<file path="src/rtl/cache_lu_arb_pkg.sv">
// Shared types and defaults for the cache lookup-slot arbiter.
package cache_lu_arb_pkg;

  localparam int DEF_NUM_TQ_ENTRY = 8;
  localparam int DEF_STARVE_MAX   = 4;
  localparam int TQ_ID_W          = $clog2(DEF_NUM_TQ_ENTRY);

  typedef logic [TQ_ID_W-1:0] t_tq_id;
  typedef logic [3:0]         t_starve_cnt;

  typedef enum logic {
    S_CORE_PRI,
    S_FILL_FORCE
  } t_arb_state;

endpackage

</file>
<file path="src/rtl/cache_lu_arb_if.sv">
// q1 lookup-slot request/grant bundle between TQ/core side and the arbiter.
interface cache_lu_arb_if #(
  parameter int N = 8
);
  localparam int W = $clog2(N);

  logic         core_req_valid;
  logic         tq_free_exists;
  logic [N-1:0] fill_ready;
  logic         pipe_hold;
  logic         core_grant;
  logic [N-1:0] fill_grant;
  logic [W-1:0] fill_grant_id;
  logic         lu_valid_q1;
  logic         core_stall;

  modport master (
    output core_req_valid, tq_free_exists, fill_ready, pipe_hold,
    input  core_grant, fill_grant, fill_grant_id, lu_valid_q1, core_stall
  );

  modport slave (
    input  core_req_valid, tq_free_exists, fill_ready, pipe_hold,
    output core_grant, fill_grant, fill_grant_id, lu_valid_q1, core_stall
  );

endinterface

</file>
<file path="src/rtl/cache_lu_arb_rr.sv">
// Combinational round-robin picker: first set request at or above ptr, wrapping.
module cache_rr_arb #(
  parameter int N = 8
) (
  input  logic [N-1:0]         req,
  input  logic [$clog2(N)-1:0] ptr,
  output logic [N-1:0]         grant,
  output logic [$clog2(N)-1:0] id,
  output logic                 any
);
  localparam int W = $clog2(N);

  logic [N-1:0] rot;
  logic [W-1:0] off;

  // rot[0] is the request at ptr; N is a power of 2 so W-bit adds wrap mod N
  for (genvar i = 0; i < N; i++) begin : g_rot
    assign rot[i] = req[W'(i) + ptr];
  end

  always_comb begin
    off = '0;
    for (int i = N - 1; i >= 0; i--)
      if (rot[i]) off = W'(i);
  end

  assign any   = |req;
  assign id    = any ? off + ptr : '0;
  assign grant = any ? (N'(1) << id) : '0;

endmodule

</file>
<file path="src/rtl/cache_lu_arb.sv">
// q1 lookup-slot arbiter: core priority with round-robin fills and starvation forcing.
// Optional CACHE_LU_ARB_PERF_EN adds saturating grant/stall counters.
module cache_lu_arb
  import cache_lu_arb_pkg::*;
#(
  parameter int NUM_TQ_ENTRY = DEF_NUM_TQ_ENTRY,
  parameter int STARVE_MAX   = DEF_STARVE_MAX
) (
  input  logic          clk,
  input  logic          rst,
  cache_lu_arb_if.slave bus
`ifdef CACHE_LU_ARB_PERF_EN
  ,
  output logic [31:0]   perf_core_grants,
  output logic [31:0]   perf_fill_grants,
  output logic [31:0]   perf_core_stall_cycles
`endif
);
  localparam int IDW = $clog2(NUM_TQ_ENTRY);

  t_arb_state              state;
  t_starve_cnt             starve_cnt;
  t_starve_cnt             cnt_inc;
  logic [IDW-1:0]          rr_ptr;
  logic [NUM_TQ_ENTRY-1:0] rr_grant;
  logic [IDW-1:0]          rr_id;
  logic                    fill_pend;
  logic                    core_ok, active, force_fill, do_core, do_fill, stall;

  cache_rr_arb #(.N(NUM_TQ_ENTRY)) u_rr (
    .req   (bus.fill_ready),
    .ptr   (rr_ptr),
    .grant (rr_grant),
    .id    (rr_id),
    .any   (fill_pend)
  );

  // Reset level gates the grants directly so they drop without waiting for a clock
  assign core_ok    = bus.core_req_valid & bus.tq_free_exists;
  assign active     = rst & ~bus.pipe_hold;
  assign force_fill = (state == S_FILL_FORCE) & fill_pend;
  assign do_core    = active & core_ok & ~force_fill;
  assign do_fill    = active & fill_pend & ~do_core;
  assign stall      = bus.core_req_valid & ~do_core;
  assign cnt_inc    = starve_cnt + t_starve_cnt'(1);

  assign bus.core_grant    = do_core;
  assign bus.fill_grant    = do_fill ? rr_grant : '0;
  assign bus.fill_grant_id = do_fill ? rr_id : '0;
  assign bus.lu_valid_q1   = do_core | do_fill;
  assign bus.core_stall    = stall;

  always_ff @(posedge clk or negedge rst) begin
    if (!rst) begin
      state      <= S_CORE_PRI;
      starve_cnt <= '0;
      rr_ptr     <= '0;
    end else if (!bus.pipe_hold) begin
      if (do_fill) rr_ptr <= rr_id + IDW'(1);
      if (state == S_CORE_PRI && core_ok && fill_pend) begin
        if (cnt_inc >= t_starve_cnt'(STARVE_MAX)) begin
          state      <= S_FILL_FORCE;
          starve_cnt <= t_starve_cnt'(STARVE_MAX);
        end else begin
          starve_cnt <= cnt_inc;
        end
      end else begin
        // Covers the forced slot and the withdrawn-fill case alike
        state      <= S_CORE_PRI;
        starve_cnt <= '0;
      end
    end
  end

`ifdef CACHE_LU_ARB_PERF_EN
  always_ff @(posedge clk or negedge rst) begin
    if (!rst) begin
      perf_core_grants       <= '0;
      perf_fill_grants       <= '0;
      perf_core_stall_cycles <= '0;
    end else begin
      if (do_core && perf_core_grants != '1)       perf_core_grants       <= perf_core_grants + 32'd1;
      if (do_fill && perf_fill_grants != '1)       perf_fill_grants       <= perf_fill_grants + 32'd1;
      if (stall && perf_core_stall_cycles != '1)   perf_core_stall_cycles <= perf_core_stall_cycles + 32'd1;
    end
  end
`endif

endmodule

</file>
<file path="src/flat_wrapper.sv">
// flat-port wrapper written by rule: the top's interface ports become plain ports
module cache_lu_arb_flat import cache_lu_arb_pkg::*;
#(
  parameter int NUM_TQ_ENTRY = DEF_NUM_TQ_ENTRY,
  parameter int STARVE_MAX   = DEF_STARVE_MAX
)
  (clk, rst, bus_core_req_valid, bus_tq_free_exists, bus_fill_ready, bus_pipe_hold, bus_core_grant, bus_fill_grant, bus_fill_grant_id, bus_lu_valid_q1, bus_core_stall);
  cache_lu_arb_if #(.N((8))) bus_i ();
  input  logic clk;
  input  logic rst;
  input wire logic [$bits(bus_i.core_req_valid)-1:0] bus_core_req_valid;
  input wire logic [$bits(bus_i.tq_free_exists)-1:0] bus_tq_free_exists;
  input wire logic [$bits(bus_i.fill_ready)-1:0] bus_fill_ready;
  input wire logic [$bits(bus_i.pipe_hold)-1:0] bus_pipe_hold;
  output wire logic [$bits(bus_i.core_grant)-1:0] bus_core_grant;
  output wire logic [$bits(bus_i.fill_grant)-1:0] bus_fill_grant;
  output wire logic [$bits(bus_i.fill_grant_id)-1:0] bus_fill_grant_id;
  output wire logic [$bits(bus_i.lu_valid_q1)-1:0] bus_lu_valid_q1;
  output wire logic [$bits(bus_i.core_stall)-1:0] bus_core_stall;
  assign bus_i.core_req_valid = bus_core_req_valid;
  assign bus_i.tq_free_exists = bus_tq_free_exists;
  assign bus_i.fill_ready = bus_fill_ready;
  assign bus_i.pipe_hold = bus_pipe_hold;
  assign bus_core_grant = bus_i.core_grant;
  assign bus_fill_grant = bus_i.fill_grant;
  assign bus_fill_grant_id = bus_i.fill_grant_id;
  assign bus_lu_valid_q1 = bus_i.lu_valid_q1;
  assign bus_core_stall = bus_i.core_stall;
  cache_lu_arb #(.NUM_TQ_ENTRY(NUM_TQ_ENTRY), .STARVE_MAX(STARVE_MAX)) u_core (.clk(clk), .rst(rst), .bus(bus_i));
endmodule
</file>
<file path="config.mk">
export PLATFORM = sky130hd
export DESIGN_NAME = cache_lu_arb_flat
export DESIGN_NICKNAME = d
export VERILOG_FILES = /design/src/rtl/cache_lu_arb_pkg.sv /design/src/rtl/cache_lu_arb_if.sv /design/src/rtl/cache_lu_arb_rr.sv /design/src/rtl/cache_lu_arb.sv /design/src/flat_wrapper.sv
export SDC_FILE = /design/constraint.sdc
export NUM_CORES = 1
export LEC_CHECK = 0
export ABC_CLOCK_PERIOD_IN_PS = 6000
export CAP_MARGIN = 5
export CELL_PAD_IN_SITES_DETAIL_PLACEMENT = 1
export CELL_PAD_IN_SITES_GLOBAL_PLACEMENT = 1
export CORE_MARGIN = 8
export CORE_UTILIZATION = 26
export DETAILED_ROUTE_END_ITERATION = 10
export GPL_TIMING_DRIVEN = 1
export PLACE_DENSITY_LB_ADDON = 0.1
export SLEW_MARGIN = 20
export SYNTH_ARGS = -nofsm -noshare
export SYNTH_HDL_FRONTEND = slang
export SYNTH_HIERARCHICAL = 1
export SYNTH_SLANG_ARGS = --single-unit
</file>
<file path="constraint.sdc">
create_clock -name clk -period 6 [get_ports clk]
set_input_delay 1.2 -clock clk [delete_from_list [all_inputs] [get_ports clk]]
set_output_delay 1.2 -clock clk [all_outputs]
set_load 0.02 [all_outputs]
</file>
# After elaboration in Yosys (flattened, before gate mapping)
# Index checks and enable logic that the tools add are counted.
# word_totals
register_bits	8
in_bits	13
output_inout_bits	14
# classes
add_sub_neg	10
n_lt_le_gt_ge	9
eq_ne	1
shifts	1
muxes	32
bitwise_logic	13
n_reduce_logical	5
# op_table
op	n
$lt A3 B4 Y1 const B	8
$mux W3	10
$bmux W1 S3	8
$mux W8	2
$add A3 B3 Y3 const A	4
$mux W1	10
$and A1 B1 Y1	8
$mux W4	2
$reduce_or A8 Y1	1
$shl A1 B3 Y8 const A	1
$add A2 B3 Y3 const A	2
$add A4 B1 Y4 const B	1
$ge A4 B3 Y1 const B	1
$not A1 Y1	4
$reduce_and A2 Y1	2
$add A1 B3 Y3 const A	1
$add A3 B1 Y3 const B	1
$add A3 B3 Y3	1
$logic_and A1 B1 Y1	2
$ne A2 B2 Y1 const B	1
$or A1 B1 Y1	1

# Depth between registers and ports, before layout
# Gate-level depths: netlist of run 1.
# logic_depth
depth_word	16
ltp_mapped	17
ltp_nobuf	15

# Modules after synthesis
# Netlist of run 1, hierarchy kept.
# modules_own_cells
mod	n_inst	cells_each	area_per_inst_um2	seq_area_each_um2
cache_rr_arb	1	97	918.4	0.0
cache_lu_arb	1	50	535.5	200.2

# Least setup slack after synthesis of run 1
# OpenSTA, ideal clock, no wires.
# synth_path
path_type	input to output
startpoint	input port bus_fill_ready[7]
endpoint	output port bus_fill_grant_id[2]
arrival_time_ns	3.834
required_ns	4.800
setup_slack_ns	0.966
cell_stages	13
path_cell_list	mux4_1 > nor2b_1 > o31a_1 > a2bb2oi_1 > nor3_1 > nor3_1 > ha_1 > inv_1 > fa_1 > xnor2_1 > nand2_1 > mux2i_1 > and2_1
# synth_between
elab_chain_len	13
# synth_lines
element	line_no	source
start: declaration	flat_wrapper.sv:13	input wire logic [$bits(bus_i.fill_ready)-1:0] bus_fill_ready;
$bmux W1 S3	cache_lu_arb_rr.sv:18	assign rot[i] = req[W'(i) + ptr];
$mux W1 (not written as such)	cache_lu_arb_rr.sv:18	
$mux W3 (8 in series)	cache_lu_arb_rr.sv:24	if (rot[i]) off = W'(i);
$add A3 B3 Y3	cache_lu_arb_rr.sv:28	assign id = any ? off + ptr : '0;
$mux W3 (*)	cache_lu_arb_rr.sv:28	
via u_core.rr_id[2]	cache_lu_arb.sv:26	logic [IDW-1:0] rr_id;
$mux W3 (*)	cache_lu_arb.sv:49	assign bus.fill_grant_id = do_fill ? rr_id : '0;
end: declaration	flat_wrapper.sv:17	output wire logic [$bits(bus_i.fill_grant_id)-1:0] bus_fill_grant_id;
# Mark *: on every way through the listed nets, which the timed path passes. The rest lies on a longest branch. The select of a mux whose other input is x is not followed.

# Worst setup path after layout of run 1
# layout_path
startpoint	input port bus_fill_ready[3]
endpoint	output port bus_fill_grant[4]
# layout_between
elab_chain_len	15
# layout_lines
element	line_no	source
$bmux W1 S3	cache_lu_arb_rr.sv:18	
$mux W1 (not written as such)	cache_lu_arb_rr.sv:18	
$mux W3 (8 in series)	cache_lu_arb_rr.sv:24	
$add A3 B3 Y3	cache_lu_arb_rr.sv:28	
$mux W3	cache_lu_arb_rr.sv:28	
$shl A1 B3 Y8	cache_lu_arb_rr.sv:29	assign grant = any ? (N'(1) << id) : '0;
$mux W8 (*)	cache_lu_arb_rr.sv:29	
via u_core.rr_grant[4]	cache_lu_arb.sv:25	logic [NUM_TQ_ENTRY-1:0] rr_grant;
$mux W8 (*)	cache_lu_arb.sv:48	assign bus.fill_grant = do_fill ? rr_grant : '0;
end: declaration	flat_wrapper.sv:16	output wire logic [$bits(bus_i.fill_grant)-1:0] bus_fill_grant;
# Marks and branches as above.

==> results of run 1 <==
[per-layer routing]
metal	track usage [%]	part of all wire, %
met1	10.30	41
met2	19.37	55
met3	1.579	2.5
met4	3.274	1.4
met5	0	0
[placed cells by master (no fill, tap or decap), types with 2 or more instances in the layout]
master           synthesis  final
clkbuf_8                 1      3
nor2b_1                  5      4
nand2_1                 12     12
nor3b_1                  3      2
mux2i_1                 11     10
inv_1                    5      5
nor4_1                   2      2
clkdlybuf4s50_1          0     16
a22o_1                   2      2
o21ai_0                  4      4
mux4_1                   7      5
nor2_1                  11     10
and2_1                  14     14
xor2_1                   4      3
mux2_2                   5      5
clkdlybuf4s15_1          0      2
mux4_2                   2      4
buf_4                    0     22
clkbuf_2                 0      5
ha_1                     5      5
dfrtp_1                  8      8
a21oi_1                  3      3
nor3_1                   5      4
o22ai_1                  2      2
xnor2_1                  3      3
mux2_4                   5      5
[Yosys cell counts (3+ instances only)]
cell       n
clkbuf_1   3
ha_1       5
buf_6      4
nand2_1   12
nor3_1     5
nor3b_1    3
inv_1      5
mux4_1     7
nor2_1    11
xor2_1     4
and2_1    14
mux2_4     5
dfrtp_1    8
xnor2_1    3
o21ai_0    4
mux2i_1   11
nor2b_1    5
a21oi_1    3
mux2_2     5
[cell type report]
| class | count | share of cell area, % |
|---|---|---|
| multi-input cells | 125 | 60.86 |
| repair buffers | 48 | 20.94 |
| flip-flops and latches | 8 | 10.40 |
| well taps | 72 | 4.681 |
| clock buffers | 3 | 2.146 |
| inverters | 5 | 0.9753 |
[sequential cells by signal, summed over array words and instances, names as in the netlist]
name and count:
u_core/starve_cnt 4, u_core/state 1, u_core/rr_ptr 3
[cell families after synthesis]
kind of cell | after synthesis | share of synthesized area (%)
muxes | 30 | 32.36
AOI/OAI and AO/OA | 21 | 11.53
DFF | 8 | 13.77
and+or+nand+nor | 61 | 24.10
adders and majority gates | 6 | 5.680
xor gates and xnor gates | 7 | 4.217
buffers and inverters | 14 | 8.347
[through the flow]
| step | TNS, ns | utilization [%] | cell area (um2) |
|---|---|---|---|
| 6_report | 0 | 35.38 | 1924 |
| 5_1_grt | -0.1037 | 35.38 | 1924 |
| 4_1_cts | -0.001351 | 35.27 | 1918 |
| 3_5_place_dp | -2.144 | 34.32 | 1867 |
| 3_3_place_gp | -1.309 | 34.32 | 1867 |
| 2_1_floorplan | 0 | - | 1454 |
[worst paths after layout]
check,startpoint,endpoint,slack (ns),cells past startpoint
max reg2reg,u_core/rr_ptr[1],u_core/rr_ptr[2],2.13,17
min in group asynchronous,rst,u_core/state,1.29,1
max,bus_fill_ready[3],bus_fill_grant[4],0.15,15
min,u_core/starve_cnt[2],u_core/starve_cnt[2],0.52,2
max in group asynchronous,rst,u_core/starve_cnt[2],4.41,1
min reg2reg,u_core/starve_cnt[2],u_core/starve_cnt[2],0.52,2
[worst reg2reg max path: stages, from the launching register on]
cell and delay (ns):
dfrtp_1 0.61, inv_1 0.17, ha_1 0.48, mux4_1 0.34, o22ai_1 0.12, o21ai_0 0.18
a21oi_1 0.10, nor3_1 0.16, ha_1 0.18, inv_1 0.05, fa_2 0.37, xnor2_1 0.14
buf_4 0.18, nand2_1 0.06, mux2i_1 0.08, buf_4 0.14, xor2_1 0.15, mux2_4 0.25
[timing repair]
action / CTS / global route
hold buffers: 0 / 0
gates resized for setup: 15 / 21
cloned: 0 / 0
endpoints found under the setup margin: 9 / 10
pin swaps: 0 / 1
==> metrics.md, run 1 <==
| Metric | Value |
|---|---|
| Outcome | `complete, no violations` |
| # placed instances | `258` |
| Largest net degree at the start of global routing | `16` |
| Flops & latches, synth | `8` |
| # nets final | `210` |
| Antenna diodes | `0` |
| Clk Latency, worst-skew pair | `between 0.2 and 0.25 ns` |
| Worst-path clk slew | `0.04 ns` |
| Dominant cell type by area after synthesis | `dfrtp_1` |
| Worst Path Max Fanout | `6` |
| FFs w/ async S/R, synth | `100.0%` |
| PnR worst setup slack | `around 0.15 ns` |
| DR iter-0 viols | `31` |
| Synthesis-to-layout area growth | `32.36%` |
| Final Non-Filler Cells | `roughly 260` |
| Via/cell ratio | `roughly 4.9` |
| Max-slew violations | `0` |
| Routed WL per cell | `~15 um` |
| CTS Sinks | `8` |
| Tightest Pin Transition | `around 0.67 ns` |
| Die ar. | `between 8000 and 9000 um2` |
| Post-synthesis average cell area | `9.890 um2` |
| GRT overflow | `0` |
| Layout cells sized above 1 | `a little under a third` |
| Die width | `just over 90 um` |
| Critical path arrival | `4.65 ns` |
| Crit. End Element | `primary output` |
| Most repeated library cell on the critical path | `nand2_1` |
| I/O pins | `27` |
| Critical Path Start Type | `input port` |
| Synth Warn # | `6` |
| Req. time, crit path | `about 4.8 ns` |
| CP Class | `in2out` |
| Bufs and invs on worst path | `3` |
| Synth unique cells | `between 40 and 50` |
| CTS tree | `done` |
| Max-Cap Viols | `0` |
| First-pass GRT wire length | `6831 um` |
| Clock Root Buffer | `clkbuf_8` |
| Top cells by area, synth | `dfrtp_1 (14%), mux4_1 (13%), mux2i_1 (7.6%)` |
| Final WL | `between 3000 and 4000 um` |
| CP top delay family | `buffers and inverters` |
| Die H | `about 91 um` |
| CTS buffer count | `3` |
| Global-route usage over all layers | `9.893%` |
| CP max stage delay | `approximately 0.61 ns` |
| RSZ-0062 raised after global routing | `true` |
| Hold_ws | `around 0.52 ns` |
| Post-synth EDFFs | `0` |
| Clk_skew | `between 0.0006 and 0.0007 ns` |
| Final setup fails | `0` |
| Main synth FF type | `dfrtp_1` |
| DRC errors left | `0` |
| Initial Util | `a little over a quarter` |
| Syn Nets | `about 170` |
| Filler cells | `between 600 and 700` |
| Clock Tree Buf Depth | `2` |
| F_max | `between 150 and 200 MHz` |
| Core area | `between 5000 and 6000 um2` |
| Port bufs | `26` |
| Fin crit share | `about 97%` |
| Post-Syn Instances | `approximately 150` |
| Multi-input gate area | `1171 um2` |
| Hold/Removal Path Class | `reg2reg` |
| Register Area | `~200 um2` |
| Initial antenna violation count | `0` |
| Pre-CTS WS | `-0.3799 ns` |
| Cell Chain, Critical Path | `clkdlybuf4s50_1, mux4_1, nand2_1, o22ai_1, o21ai_0, a21oi_1, nor3_1, ha_1, inv_1, fa_2, nor3b_4, nand2_1, mux2i_1, and2_1, clkdlybuf4s15_2` |
| Slowest CP cell | `fa_2` |
| Final Hold Viols | `0` |
| Pre-antenna DRT Iters | `4` |
| Synthesized cell area | `about 1500 um2` |
| Minimum clock period | `around 6 ns` |
| Post-CTS Setup Inserts | `0` |
| GP Congestion | `0.7704` |
| Htree depth | `1` |
| HPWL Detailed | `about 3300 um` |
| Vias | `about 1.3k` |
| Rel. slew slack | `approximately 55%` |
| Antenna viol nets, final | `0` |
| Share of the synthesized area in the top cell type | `between 10 and 15%` |
| Vias in the first global route | `between 1k and 1.5k` |
| Row cnt | `27` |
| Register area share after synthesis | `between 10 and 15%` |
Power of run 1 is not shown: default switching activity piles up to over one toggle a cycle in this logic, so the estimate is an artifact.
==> run 2, diff against run 1 <==
Settings changed: ABC_CLOCK_PERIOD_IN_PS 6000 to 6070, CORE_MARGIN 8 to default.
Clock period 6 ns to 6.07 ns, I/O delays scaled along.
==> run 2 against run 1 <==
- register-to-register slack got worse by 0.07 ns
- final area decreased by 2.5%
- utilization increased by 0.45 points
- clock-buffer cell count unchanged
==> metrics.md, run 2 (synthesis results as in run 1) <==
| Metric | Value |
|---|---|
| Vias in the first global route | `1446 (-1.2%)` |
| CTS tree | `done` |
| Register Area | `200.2 um2 (unchanged)` |
| Final WL | `3719 um (-6.6%)` |
| Most frequent cells in the layout | `buf_4 (23), clkdlybuf4s50_1 (16), and2_1 (14)` |
| Reg with most FFs | `u_core/starve_cnt` |
| GR Util met2 | `27.68% (+8.3 points)` |
| RSZ-0062 raised after global routing | `true` |
| Worst-path clk slew | `0.04 ns (about the same)` |
| Most Crowded Layer GR | `met2` |
| I/O pins | `27 (unchanged)` |
| Most repeated library cell on the critical path | `nor3_1` |
| Critical path arrival | `4.65 ns (about the same)` |
| Slowest CP cell | `clkdlybuf4s50_1` |
| DRC errors left | `0 (unchanged)` |
| Multi-input gate area | `1142 um2 (-2.5%)` |
| Clk_skew | `0.0008239 ns (+0.0001810 ns)` |
| Layout cells sized above 1 | `30.00% (-0.69 points)` |
| First-pass GRT wire length | `6644 um (-2.7%)` |
| Filler cells | `610 (-5.3%)` |
| # nets final | `211 (+0.48%)` |
| CP max stage delay | `0.58 ns (-0.03 ns)` |
| Global-route usage over all layers | `13.60% (+3.7 points)` |
| GP Congestion | `0.8039 (+4.3%)` |
| Via/cell ratio | `5.004 (+1.2%)` |
| Critical Path Start Type | `input port` |
| Worst reg2reg setup slack | `2.06 ns (-0.07 ns)` |
| Post-CTS Setup Inserts | `0 (unchanged)` |
| Minimum clock period | `~5.9 ns` |
| Die width | `76.78 um (-15%)` |
| RR Startpoint | `u_core/rr_ptr[1]` |
| Fin crit share | `approximately 97%` |
| F_max | `170.6 MHz` |
| Outcome | `complete, no violations` |
| Hold/Removal Path Class | `reg2reg` |
| CTS buffer count | `3 (unchanged)` |
| Die H | `76.78 um (-15%)` |
| Vias | `1301 (+0.77%)` |
| Req. time, crit path | `4.86 ns (+0.06 ns)` |
| Clock Tree Buf Depth | `2 (unchanged)` |
| Htree depth | `1 (unchanged)` |
| Core area | `5238 um2 (-3.7%)` |
| CTS Sinks | `8 (unchanged)` |
| Setup crit end | `bus_fill_grant[7]` |
| Die ar. | `5895 um2 (-28%)` |
| Crit. End Element | `primary output` |
| Placed inst area | `1872 um2 (+0.27%)` |
| Final Hold Viols | `0 (unchanged)` |
| Initial Util | `27.76% (+1.0 points)` |
| GRT overflow | `0 (unchanged)` |
| Clock Root Buffer | `clkbuf_8` |
| CP Class | `in2out` |
| Antenna viol nets, final | `0 (unchanged)` |
| Synthesis-to-layout area growth | `29.09%` |
| Met1 GRT Util | `14.77% (+4.5 points)` |
| Worst Path Max Fanout | `6 (unchanged)` |
| Post-CTS resize count | `13 (-2)` |
| Routed WL per cell | `14.30 um (-6.2%)` |
| GR Util met3 | `1.548% (-0.032 points)` |
| Stages on the worst setup path | `16 (+1)` |
| HPWL Detailed | `3118 um (-4.6%)` |
| Bufs and invs on worst path | `4 (+1)` |
| Row cnt | `26 (-3.7%)` |
| Clk Latency, worst-skew pair | `0.22 ns (about the same)` |
| Port bufs | `26 (unchanged)` |
| Max-slew violations | `0 (unchanged)` |
| Cell Chain, Critical Path | `clkdlybuf4s50_1, nor2_1, mux4_2, o31a_1, a2bb2oi_1, nor3_1, nor3_1, ha_1, inv_1, fa_1, buf_4, nor2b_1, nand2_1, mux2i_1, and2_1, clkbuf_2` |
| DR iter-0 viols | `38 (+23%)` |
| Crit. Startpoint | `bus_fill_ready[3]` |
| Worst R2R End | `u_core/rr_ptr[1]` |
| Number of flip-flops in the largest register | `4 (unchanged)` |
| Hold Buf Count CTS | `0 (unchanged)` |
| Most common cell after layout, fill and taps aside | `buf_4` |
| Pre-antenna DRT Iters | `4 (unchanged)` |
| Max-Cap Viols | `0 (unchanged)` |
| Initial antenna violation count | `0 (unchanged)` |
| Largest net degree at the start of global routing | `16 (unchanged)` |
| Rel. slew slack | `51.87% (-3.5 points)` |
| Hold_ws | `0.5325 ns (+0.008708 ns)` |
| Path depth of the worst reg2reg path | `12 (-5)` |
| Final instance area | `1877 um2 (-2.5%)` |
| Antenna diodes | `0 (unchanged)` |
| Final setup fails | `0 (unchanged)` |
| Tightest Pin Transition | `0.7220 ns (+0.05240 ns)` |
| CP top delay family | `buffers and inverters` |
| Biggest regs | `u_core/starve_cnt x4, u_core/rr_ptr x3, u_core/state x1` |
==> run 2: cell types whose count changed in the layout (fill, tap and decap cells not counted), sizes merged <==
cell           change
clkbuf             +4
clkdlybuf4s15      -3
buf                +1
dlymetal6s2s       -1
==> run 2: how the worst min path moves through the flow <==
stage | slack, ns | end | from | depth (start not counted)
2_1_floorplan | 0.47 | u_core/state | u_core/state | 2
3_3_place_gp | 0.50 | u_core/starve_cnt[3] | u_core/starve_cnt[3] | 1
3_5_place_dp | 0.53 | u_core/starve_cnt[3] | u_core/starve_cnt[3] | 1
4_1_cts | 0.54 | u_core/state | u_core/state | 2
5_1_grt | 0.59 | u_core/starve_cnt[1] | u_core/starve_cnt[1] | 1
6_report | 0.53 | u_core/starve_cnt[3] | u_core/starve_cnt[3] | 1
==> run 2: through the flow <==
step / worst slack [ns] / setup TNS [ns] / cells / util (%)
after floorplan: 1.008 / 0 / 147 / -
after global placement: -0.1424 / -0.8151 / 257 / 35.74
after detailed placement: -0.2318 / -1.724 / 257 / 35.74
after CTS: 0.04054 / 0 / 260 / 36.62
after global routing: -0.008808 / -0.008808 / 260 / 35.83
final: 0.2084 / 0 / 260 / 35.83
==> run 2: layout make-up <==
type / instances / area share [%]
clock buffers: 3 / 2.200
inverters: 5 / 1.000
multi-input cells: 125 / 60.87
flip-flops and latches: 8 / 10.67
well taps: 70 / 4.667
repair buffers: 49 / 20.60
==> run 2: per-layer routing <==
| metal | vias to the layer above | share of wire, % |
|---|---|---|
| met3 | 2 | 1.6 |
| met1 | 653 | 41 |
| li1 | 634 | - |
| met5 | - | 0 |
| met2 | 12 | 57 |
| met4 | 0 | 0.27 |
Power of run 2 is left out for the same reason.
